<file path="src/rtl/ps2_keyboard.sv">
// ps2_keyboard: PS/2 keyboard receiver with frame checking and make/break LED tracker
module ps2_keyboard #(
  parameter int TIMEOUT_CYCLES = 5000
) (
  input  logic        CLK,
  input  logic        RST_N,
  input  logic        PS2_CLK,
  input  logic        PS2_DATA,
  output logic        scan_err,
  output logic [10:0] scan_code,
  output logic [3:0]  COUNT,
  output logic        TRIG_ARR,
  output logic [7:0]  CODEWORD,
  output logic [7:0]  LED
);
  localparam int TW = $clog2(TIMEOUT_CYCLES + 1);
  logic [1:0]    r_clk_sync, r_dat_sync;
  logic          r_clk_prev, r_break_pending;
  logic [9:0]    r_shift;
  logic [TW-1:0] r_timeout;
  logic          w_fall, w_valid;
  logic [10:0]   w_frame;
  logic [7:0]    w_data;
  assign w_fall  = r_clk_prev & ~r_clk_sync[1];
  assign w_frame = {r_dat_sync[1], r_shift};
  assign w_data  = w_frame[8:1];
  assign w_valid = ~w_frame[0] & w_frame[10] & ^w_frame[9:1];
  // two-flop synchronisers plus the previous-cycle clock used for edge detection
  always_ff @(posedge CLK or negedge RST_N)
    if (!RST_N) begin
      r_clk_sync <= 2'b11;
      r_dat_sync <= 2'b11;
      r_clk_prev <= 1'b1;
    end else begin
      r_clk_sync <= {r_clk_sync[0], PS2_CLK};
      r_dat_sync <= {r_dat_sync[0], PS2_DATA};
      r_clk_prev <= r_clk_sync[1];
    end
  // deserialiser, frame check, make/break tracker and mid-frame timeout
  always_ff @(posedge CLK or negedge RST_N)
    if (!RST_N) begin
      scan_err        <= 1'b0;
      scan_code       <= '0;
      COUNT           <= '0;
      TRIG_ARR        <= 1'b0;
      CODEWORD        <= '0;
      LED             <= '0;
      r_break_pending <= 1'b0;
      r_shift         <= '0;
      r_timeout       <= '0;
    end else begin
      TRIG_ARR <= 1'b0;
      if (w_fall) begin
        r_timeout <= '0;
        if (COUNT == 4'd10) begin
          COUNT     <= '0;
          TRIG_ARR  <= 1'b1;
          scan_code <= w_frame;
          scan_err  <= ~w_valid;
          if (w_valid) begin
            CODEWORD <= w_data;
            if (w_data == 8'hF0)
              r_break_pending <= 1'b1;
            else if (w_data != 8'hE0) begin
              LED             <= r_break_pending ? ((w_data == LED) ? 8'h00 : LED) : w_data;
              r_break_pending <= 1'b0;
            end
          end
        end else begin
          r_shift[COUNT] <= r_dat_sync[1];
          COUNT          <= COUNT + 4'd1;
        end
      end else if (COUNT != 4'd0) begin
        if (r_timeout == TW'(TIMEOUT_CYCLES)) begin
          COUNT     <= '0;
          r_timeout <= '0;
        end else
          r_timeout <= r_timeout + 1'b1;
      end else
        r_timeout <= '0;
    end
endmodule

</file>
<file path="config.mk">
export PLATFORM = sky130hd
export DESIGN_NAME = ps2_keyboard
export DESIGN_NICKNAME = d
export VERILOG_FILES = /design/src/rtl/ps2_keyboard.sv
export SDC_FILE = /design/constraint.sdc
export NUM_CORES = 1
export LEC_CHECK = 0
export ABC_AREA = 1
export CORE_MARGIN = 2
export CORE_UTILIZATION = 42
export CTS_CLUSTER_DIAMETER = 40
export DETAILED_ROUTE_END_ITERATION = 7
export SLEW_MARGIN = 20
export SYNTH_ARGS = -nofsm -noshare
export SYNTH_HDL_FRONTEND = slang
export SYNTH_SLANG_ARGS = --single-unit
</file>
<file path="constraint.sdc">
create_clock -name CLK -period 2.77 [get_ports CLK]
set_clock_uncertainty 0.2 [all_clocks]
set_input_delay 0.554 -clock CLK [delete_from_list [all_inputs] [get_ports CLK]]
set_output_delay 0.554 -clock CLK [all_outputs]
set_load 0.005 [all_outputs]
</file>
==> impl_metrics.ini <==
[synth]
synth.net_count = 355
ys_seq_elements = 62
ys_async_sr_fraction_pct = 100
ys_warn_count = 0
synthFlopType = dfrtp_1
synth_top_area_share_pct = 48.3
yosysTopAreaCell = dfrtp_1
ys_seq_area_share_pct = 52.7
syn_avg_cell_area_um2 = 8.59
yosysMostFrequentCell = nand2_1
ys_types = 29
synth_area_um2 = 2960
synthCells = 344
yosys-top-cells-count = 100 x nand2_1, 57 x dfrtp_1, 37 x inv_1, 37 x nor2_1, 20 x nand3_1
synth-edff-count = 0
synthTopCellsByArea = dfrtp_1 48%, nand2_1 13%, inv_1 4.7%

[cts]
cts_made_buffers = 9
holdBufCountCts = 0
h-tree-depth = 3
cts_num_sinks = 62
clock_latency_ps = 340
post_cts_resized = 0
cts_buffer_depth = 2
cts_tree = done
root_buffer = clkbuf_8
clkSlewWorstSetupHoldPaths_ps = 70
postCtsSetupBuffers = 0

[timing]
setup_viol = 0
rsz0062_at_grt = no
worst_slew_pin_slew_ps = 515
min_period_ps = 2210
slew_headroom_pct = 65.6
timing.fmax_ghz = 0.453
setup_tns_ps = 0
fin_crit_sh_pct = 79.7
hold_viol_final = 0
slew_viol_final = 0

[worst_setup_path]
cp_num_buf_inv = 3
critPathArrivalTime_ps = 2240
startpoint = r_shift[1]$_DFFE_PN0P_
worstPathRequired_ps = 2800
crit_family = simple AND/OR/NAND/NOR gates
path_class = register to register
worst_path_max_delay_cell = dfrtp_1
crit_path_max_fanout = 10
slowest_delay_ps = 420
r2r-start = r_shift[1]$_DFFE_PN0P_
crit_path_start_kind = register
path_cells = inv_1 > ha_1 > nand2_1 > inv_1 > nor2_1 > nand2_1 > nand3_1 > nand2_1 > nor2_2 > buf_4 > nand3_4 > nand2_1 > nand2_1
path_common_cell = nand2_1
setup.worst_path.end_class = register

[final_layout]
final_area_um2 = 3630
fin_nets = 398
fillCellCount = 637
diodes = 0
finalCoreUtilization_pct = 53.5
finalNonFillerCells = 488
drive_gt1_share_pct = 12.2
area_growth_pct = 22.9

[floorplanning]
coreArea_um2 = 6790
rows = 30
dieHeight_um = 87.9
die_w_um = 87.9
num_io_pins = 37
initial_core_util_pct = 43.5
die_area_um2 = 7720

[placement]
gp_congestion = 0.836
dp_hpwl_mm = 4.17
portBuffers = 36
dpl.cell_count = 472
place_area_um2 = 3420

[power]
leakagePower_nw = 1.71
total_power_w = 0.00281
p_sw_w = 0.000929
worst_ir_drop_vdd_mv = 0.481
p_sw_share_pct = 33.0
pwr-share-clk_pct = 31.1
power_frac_seq_pct = 41.4
power.density_nw_per_um2 = 774
p_comb_share_pct = 27.5
p_int_w = 0.00188

[grt]
overflow = 0
grt_max_degree = 63
antenna_found_initial = 0
gr-usage-all-layers_pct = 17.6
grt_pass1_vias = 2256
grt_first_pass_wirelength_mm = 10.3

[routing]
route.detailed.drc = 0
firstDrtPassIters = 4
via_per_inst = 4.66
wl_mm = 5.92
drt_iter0_drc = 108
routedWlPerCell_um = 12.1
antenna_left = 0
vias = 2272

[run]
cap_viol_max_count = 0

[outcome]
outcome = complete, no violations

[min_path]
hold_path_class = input port to async pin
[kinds of logic after synthesis]
group           count (synthesis)  share of synthesized area, %
flops                          62                          52.7
simple gates                  177                          26.0
xor+xnor                       12                          3.56
compound gates                 37                          7.92
buf+inv                        49                          6.82
fa+ha+maj                       7                          2.96
[through the flow]
step           setup WS, ps  hold slack (ps)
2_1_floorplan           873             58.4
3_3_place_gp            586              146
3_5_place_dp            560              147
4_1_cts                 545             22.3
5_1_grt                 345             24.0
6_report                562             7.21
[worst reg2reg max path, stage by stage, from the launching register on]
cell and delay, ps:
dfrtp_1 420, inv_1 180, ha_1 290, nand2_1 90, inv_1 40, nor2_1 90, nand2_1 80, nand3_1 70
nand2_1 60, nor2_2 120, buf_4 210, nand3_4 130, nand2_1 80, nand2_1 50
[sequential cells by signal, indices dropped and copies added (netlist names)]
signal / count
scan_err: 1
LED: 8
CODEWORD: 8
TRIG_ARR: 1
r_dat_sync: 2
r_shift: 10
r_break_pending: 1
r_clk_prev: 1
COUNT: 4
r_timeout: 13
scan_code: 11
r_clk_sync: 2
[metal layers]
metal  vias up  GRT usage (%)  part of all wire [%]
li1       1162              -                     -
met1      1065           22.0                    46
met2        39           28.4                    48
met3         6           6.88                   4.3
met4         0           5.31                   1.1
met5         -              0                     0
[power by group through the flow]
stage                     clock [W]  combinational, W  sequential, W
after global routing       0.000945          0.000908        0.00119
final                      0.000876          0.000773        0.00116
after detailed placement          0          0.000784        0.00118
after global placement            0          0.000772        0.00117
after floorplan                   0          0.000557        0.00115
after CTS                  0.000897          0.000790        0.00117
[cells in the final DEF, fill, tap and decap left out]
cell             Yosys  routed
a21oi_1              2       2
a21oi_2              1       1
buf_12               0       1
buf_2                2       1
buf_4                0       1
bufinv_16            0       2
clkbuf_1             2       2
clkbuf_8             0      10
clkdlybuf4s50_1      0      35
clkinv_2             0       2
dfrtp_1             57      57
dfstp_2              5       5
ha_1                 7       7
inv_1               37      37
inv_2                6       6
nand2_1            100     100
nand2_2              2       2
nand3_1             20      20
nand3_2              1       1
nand3_4              1       1
nand3b_1             1       1
nand4_1              1       1
nor2_1              37      37
nor2_2               2       2
nor2_4               3       3
nor3_1               5       5
nor3b_1              4       4
o21a_1               1       1
o21ai_0             19      19
o21ai_1              2       2
o21ai_2             10      10
o31ai_1              2       2
xnor2_1              7       7
xor2_1               5       5
[cell type report]
cell class                      instances  area [um^2]  area share, %
Sequential cell                        62         1560           42.9
Multi-Input combinational cell        233         1200           32.9
Timing Repair Buffer                   38          383           10.5
Inverter                               43          161           4.44
Clock buffer                           12          145           3.99
Tap cell                               96          120           3.31
Clock inverter                          4         70.1           1.93
[final timing paths]
path                                            end  slack (ps)  cells past startpoint
setup / recovery                 LED[3]$_DFFE_PN0P_         560                     13
hold / removal             scan_code[7]$_DFFE_PN0P_           7                      2
setup reg to reg                 LED[3]$_DFFE_PN0P_         560                     13
hold reg to reg             r_dat_sync[1]$_DFF_PN1_         160                      0
max in group asynchronous   r_dat_sync[1]$_DFF_PN1_        2050                      2
min in group CLK            r_dat_sync[1]$_DFF_PN1_         160                      0
(Power assumes the default switching activity.)
